$ cat src/rtl/fetch_pkg.sv
// Shared types and constants for the instruction fetch sequencer.
package fetch_pkg;

    typedef enum logic [1:0] {
        IDLE  = 2'd0,
        FETCH = 2'd1,
        HALT  = 2'd2
    } fetch_state_t;

    typedef struct packed {
        logic [31:0] pc;
        logic [31:0] instr;
    } fetch_entry_t;

    localparam logic [31:0] WORD_BYTES = 32'd4;

endpackage

$ cat src/rtl/fetch_buffer.sv
// Small prefetch FIFO of {pc, instr} entries; the head is read straight from storage.
module fetch_buffer
    import fetch_pkg::*;
#(
    parameter int DEPTH = 2,
    localparam int AW = $clog2(DEPTH),
    localparam int CW = AW + 1
) (
    input  logic         clk,
    input  logic         rst_n,
    input  logic         push,
    input  fetch_entry_t push_data,
    input  logic         pop,
    input  logic         flush,
    output fetch_entry_t head,
    output logic         full,
    output logic         empty,
    output logic [CW-1:0] count
);

    fetch_entry_t  storage [DEPTH];
    logic [AW-1:0] wr_ptr_reg;
    logic [AW-1:0] rd_ptr_reg;
    logic [CW-1:0] count_reg;
    logic          do_push;
    logic          do_pop;

    assign full  = (count_reg == CW'(DEPTH));
    assign empty = (count_reg == '0);
    assign count = count_reg;
    assign head  = storage[rd_ptr_reg];

    // A push into a full buffer is only accepted when the head leaves in the same cycle.
    assign do_pop  = pop && !empty;
    assign do_push = push && (!full || do_pop);

    always_ff @(posedge clk) begin
        if (do_push && !flush) begin
            storage[wr_ptr_reg] <= push_data;
        end
    end

    always_ff @(posedge clk or negedge rst_n) begin
        if (!rst_n) begin
            wr_ptr_reg <= '0;
            rd_ptr_reg <= '0;
            count_reg  <= '0;
        end else if (flush) begin
            wr_ptr_reg <= '0;
            rd_ptr_reg <= '0;
            count_reg  <= '0;
        end else begin
            if (do_push) begin
                wr_ptr_reg <= wr_ptr_reg + AW'(1);
            end
            if (do_pop) begin
                rd_ptr_reg <= rd_ptr_reg + AW'(1);
            end
            count_reg <= count_reg + CW'(do_push) - CW'(do_pop);
        end
    end

endmodule

$ cat src/rtl/fetch_sequencer.sv
// Owns the PC, issues one fetch per cycle into the prefetch buffer and hands {pc, instr} to decode.
module fetch_sequencer
    import fetch_pkg::*;
#(
    parameter logic [31:0] RESET_PC  = 32'h0000_0000,
    parameter int          BUF_DEPTH = 2,
    parameter logic [31:0] HALT_WORD = 32'h0000_0000
) (
    input  logic        clk,
    input  logic        rst_n,
    input  logic        fetch_en,
    output logic [31:0] imem_addr,
    input  logic [31:0] imem_instr,
    input  logic        redirect_valid,
    input  logic [31:0] redirect_pc,
    output logic        out_valid,
    input  logic        out_ready,
    output logic [31:0] out_instr,
    output logic [31:0] out_pc,
    output logic        halted
);

    localparam logic [31:0] PC_INIT = {RESET_PC[31:2], 2'b00};
    localparam int          CW      = $clog2(BUF_DEPTH) + 1;

    fetch_state_t  state_reg;
    fetch_state_t  state_next;
    logic [31:0]   pc_reg;
    logic [31:0]   pc_next;
    logic          pop;
    logic          push;
    logic          push_ok;
    logic          buf_full;
    logic          buf_empty;
    logic [CW-1:0] buf_count;
    fetch_entry_t  push_data;
    fetch_entry_t  head;

    assign imem_addr = pc_reg;
    assign halted    = (state_reg == HALT);

    assign out_valid = (buf_count != '0);
    assign out_pc    = buf_empty ? 32'h0 : head.pc;
    assign out_instr = buf_empty ? 32'h0 : head.instr;

    assign pop       = out_valid && out_ready;
    assign push_ok   = !buf_full || pop;
    // A redirect discards whatever would have been pushed or popped this cycle.
    assign push      = (state_reg == FETCH) && push_ok && !redirect_valid;
    assign push_data = '{pc: pc_reg, instr: imem_instr};

    fetch_buffer #(
        .DEPTH(BUF_DEPTH)
    ) u_buffer (
        .clk       (clk),
        .rst_n     (rst_n),
        .push      (push),
        .push_data (push_data),
        .pop       (pop && !redirect_valid),
        .flush     (redirect_valid),
        .head      (head),
        .full      (buf_full),
        .empty     (buf_empty),
        .count     (buf_count)
    );

    always_ff @(posedge clk or negedge rst_n) begin
        if (!rst_n) begin
            state_reg <= IDLE;
            pc_reg    <= PC_INIT;
        end else begin
            state_reg <= state_next;
            pc_reg    <= pc_next;
        end
    end

    always_comb begin
        state_next = state_reg;
        pc_next    = pc_reg;
        if (redirect_valid) begin
            pc_next    = {redirect_pc[31:2], 2'b00};
            state_next = fetch_en ? FETCH : IDLE;
        end else begin
            case (state_reg)
                IDLE: begin
                    if (fetch_en) begin
                        state_next = FETCH;
                    end
                end
                FETCH: begin
                    if (push) begin
                        pc_next = pc_reg + WORD_BYTES;
                    end
                    // The halt word is still pushed so decode sees it; sequencing stops after it.
                    if (push && (imem_instr == HALT_WORD)) begin
                        state_next = HALT;
                    end else if (!fetch_en) begin
                        state_next = IDLE;
                    end
                end
                HALT: begin
                    if (!fetch_en) begin
                        state_next = IDLE;
                    end
                end
                default: begin
                    state_next = IDLE;
                end
            endcase
        end
    end

endmodule

$ cat config.mk
export PLATFORM = sky130hd
export DESIGN_NAME = fetch_sequencer
export DESIGN_NICKNAME = d
export VERILOG_FILES = /design/src/rtl/fetch_pkg.sv /design/src/rtl/fetch_buffer.sv /design/src/rtl/fetch_sequencer.sv
export SDC_FILE = /design/constraint.sdc
export NUM_CORES = 1
export LEC_CHECK = 0
export ABC_CLOCK_PERIOD_IN_PS = 8800
export CAP_MARGIN = 30
export CORE_UTILIZATION = 50
export CTS_BUF_LIST = sky130_fd_sc_hd__clkbuf_4
export DETAILED_ROUTE_END_ITERATION = 6
export GPL_ROUTABILITY_DRIVEN = 0
export GPL_TIMING_DRIVEN = 0
export PLACE_DENSITY = 0.77
export SLEW_MARGIN = 20
export SYNTH_ARGS = -nofsm -noshare
export SYNTH_HDL_FRONTEND = slang
export SYNTH_HIERARCHICAL = 1
export SYNTH_SLANG_ARGS = --single-unit
$ cat constraint.sdc
create_clock -name clk -period 8.8 [get_ports clk]
set_input_delay 0.88 -clock clk [delete_from_list [all_inputs] [get_ports clk]]
set_output_delay 0.88 -clock clk [all_outputs]
set_load 0.005 [all_outputs]
==> results.sh <==
export IMPL_status="finished, final reports clean"
export IMPL_diodes=0
export IMPL_largest_register_ffs=128
export IMPL_cap_viol_max_count=0
export IMPL_clockBufferDepth=2
export IMPL_drt_iter0_drc=489
export IMPL_grt_pass1_vias=5189
export IMPL_syn_inst=549
export IMPL_fp_coreArea_mm2=0.01453
export IMPL_p_per_area_mw_per_mm2=155.6
export IMPL_cts_sinks=164
export IMPL_drv_slew=0
export IMPL_ys_async_sr_fraction_pct=21.95
export IMPL_cts_buffers=17
export IMPL_finalInstanceArea_mm2=0.009732
export IMPL_htree_levels=4
export IMPL_synth_area_leaders="edfxtp_1 (52%), dfrtp_1 (12%), mux2_1 (7.7%)"
export IMPL_yosysUniqueCellTypes=53
export IMPL_largest_register="u_buffer/storage"
export IMPL_cts_clk_slew_worst_paths_ns=0.14
export IMPL_finalWorstSetupSlack_ns=4.657
export IMPL_min_path_type="input pin to asynchronous set/reset pin"
export IMPL_finalPower_mw=1.515
export IMPL_initial_utilization_pct=51.22
export IMPL_core_rowCount=44
export IMPL_met2WireLength_um=8659
export IMPL_clock_latency_ns=0.57
export IMPL_grt_pass1_wl_um=27010
export IMPL_grt_max_degree=27
export IMPL_final_net_count=822
export IMPL_timing_final_crit_share_pct=47.08
export IMPL_root_buffer="clkbuf_4"
export IMPL_fin_setup_tns_ns=0
export IMPL_synth_area_mm2=0.007445
export IMPL_route_vias_total=5314
export IMPL_firstDrtPassIters=5
export IMPL_routed_via_density=5.605
export IMPL_place_inst=916
export IMPL_cts_hold_buf=0
export IMPL_start_kind="input pin"
export IMPL_ioPinCount=167
export IMPL_place_area_mm2=0.009472
export IMPL_grt_use_total_pct=23.95
export IMPL_io_buffers=162
export IMPL_ys_seq_area_share_pct=63.73
export IMPL_drc=0
export IMPL_drtAntennaViolNets=0
export IMPL_areaGrowthSynthToFinish_pct=30.72
export IMPL_path_class="input pin to register"
export IMPL_min_period_ns=4.143
export IMPL_yosysTopAreaCell="edfxtp_1"
export IMPL_worst_ep_required_time_ns=9.07
export IMPL_wl_met1_um=7392
export IMPL_wl_met3_um=1365
export IMPL_hold_viol=0
export IMPL_rsz0062_at_grt="false"
export IMPL_maxSlewHeadroom_pct=48.38
export IMPL_dieArea_mm2=0.01538
export IMPL_antenna_found_initial=1
export IMPL_arrival_ns=4.41
export IMPL_endpoint_kind="register"
export IMPL_max_freq_ghz=0.2414
export IMPL_vdd_drop_max_v=0.00008545
export IMPL_setup_viol=0
export IMPL_drive_above_1_share_pct=10.99
export IMPL_p_leak_nw=3.291
export IMPL_die_width_um=124.0
export IMPL_synth_ff_type="edfxtp_1"
export IMPL_critPathMaxFanout=10
export IMPL_dp_hpwl_um=12680
export IMPL_post_cts_buffers=0
export IMPL_fin_util_pct=66.96
export IMPL_cts_tree="built"
export IMPL_syn_area_per_cell_um2=13.56
export IMPL_hold_slack_ns=0.1828
export IMPL_worst_slew_pin_slew_ns=0.7700
export IMPL_layout_cells_non_filler=948
export IMPL_skew_ns=0.02306
export IMPL_synth_warnings=6
export IMPL_grt_overflow=0
export IMPL_routed_top_layer="met5"
export IMPL_avgRoutedWirePerCell_um=18.59
export IMPL_ys_ff_latch=164
export IMPL_place_ws_ns=4.066
export IMPL_die_h_um=124.0
export IMPL_cts_repair_resized=0
export IMPL_drt_wl_total_um=17620
export IMPL_synth_edf_count=128
export IMPL_yosysTopAreaCellShare_pct=51.63
## cells by family (layout without fill, tap and decap cells)
kind of cell / Yosys count / count (layout) / synth area share [%]
multiplexers: 67 / 67 / 10.17
adder cells (fa/ha/maj): 2 / 2 / 0.3361
AO/OA/AOI/OAI: 78 / 78 / 7.126
AND/OR/NAND/NOR: 193 / 193 / 15.13
flip-flops: 164 / 164 / 63.73
buffers and inverters: 35 / 245 / 2.403
other: 1 / 6 / 0.05037
XOR/XNOR: 9 / 9 / 1.059
## cells in the mapped netlist (all sizes together), types with 2 or more instances
master,instances
xor2,3
xnor2,6
nand2,21
and3,3
a221oi,3
nor2b,75
o21ai,20
a211oi,3
nand3,13
nand4,14
nor3,4
or3,9
o31ai,13
a21oi,7
clkbuf,15
inv,5
buf,15
o21a,3
dfrtp,36
a2111o,2
a31oi,13
a22o,4
or4,8
o211ai,4
a2111oi,3
nand2b,4
nor4,10
nor2,23
and4,5
edfxtp,128
mux2,66
ha,2
## final timing paths
check / slack (ns) / cells after the start / end / from
worst max-delay path: 4.66 / 11 / u_buffer/storage[0][55] / redirect_valid
worst min-delay path: 0.18 / 1 / imem_addr[16] / rst_n
worst max register to register: 5.27 / 11 / u_buffer/storage[0][55] / u_buffer/count[0]
worst min register to register: 0.56 / 0 / u_buffer/storage[0][63] / imem_addr[31]
max in group asynchronous: 8.18 / 2 / imem_addr[8] / rst_n
min in group clk: 0.56 / 0 / u_buffer/storage[0][63] / imem_addr[31]
## report_power, final
part	leakage (nW)	switching (mW)	internal [mW]	total (mW)
Sequential	1.57	0.0347	0.870	0.905
Clock	0.128	0.270	0.141	0.411
Combinational	1.59	0.0875	0.111	0.199
## worst max-delay path: stages
cell,delay [ns]
clkdlybuf4s50_1,0.57
clkbuf_1,0.30
buf_1,0.29
clkbuf_1,0.29
buf_2,0.26
nor2_1,0.35
o21ai_2,0.15
nor3_2,0.61
buf_4,0.33
buf_6,0.16
buf_4,0.20
## placed cells by master, fill, tap and decap left out, types with 5 or more instances in the layout
cell type	count
a21oi_1	6
a31oi_1	13
and4_1	5
buf_2	5
buf_4	17
buf_6	7
clkbuf_1	14
clkbuf_4	17
clkdlybuf4s50_1	161
conb_1	6
dfrtp_1	36
edfxtp_1	128
mux2_1	51
mux2_2	14
nand2_1	21
nand3_1	12
nand4_1	12
nor2_1	23
nor2b_1	75
nor4_1	10
o21ai_0	16
o31ai_1	13
or3_1	9
or4_1	8
xnor2_1	6
## per-layer routing
layer,GRT usage [%],vias up
met5,0,-
met4,8.185,2
met3,6.410,19
met2,39.27,222
met1,30.80,2589
li1,-,2482
## final cells by class
class	instances	area, µm²
fill	1098	4802
sequential	164	4745
multi-input combinational	355	2550
timing repair buffer	178	1768
tap	184	230.2
buffer	30	160.2
clock inverter	15	132.6
clock buffer	17	127.6
inverter	5	18.77
Note: power is estimated with default switching activity, not from simulation.
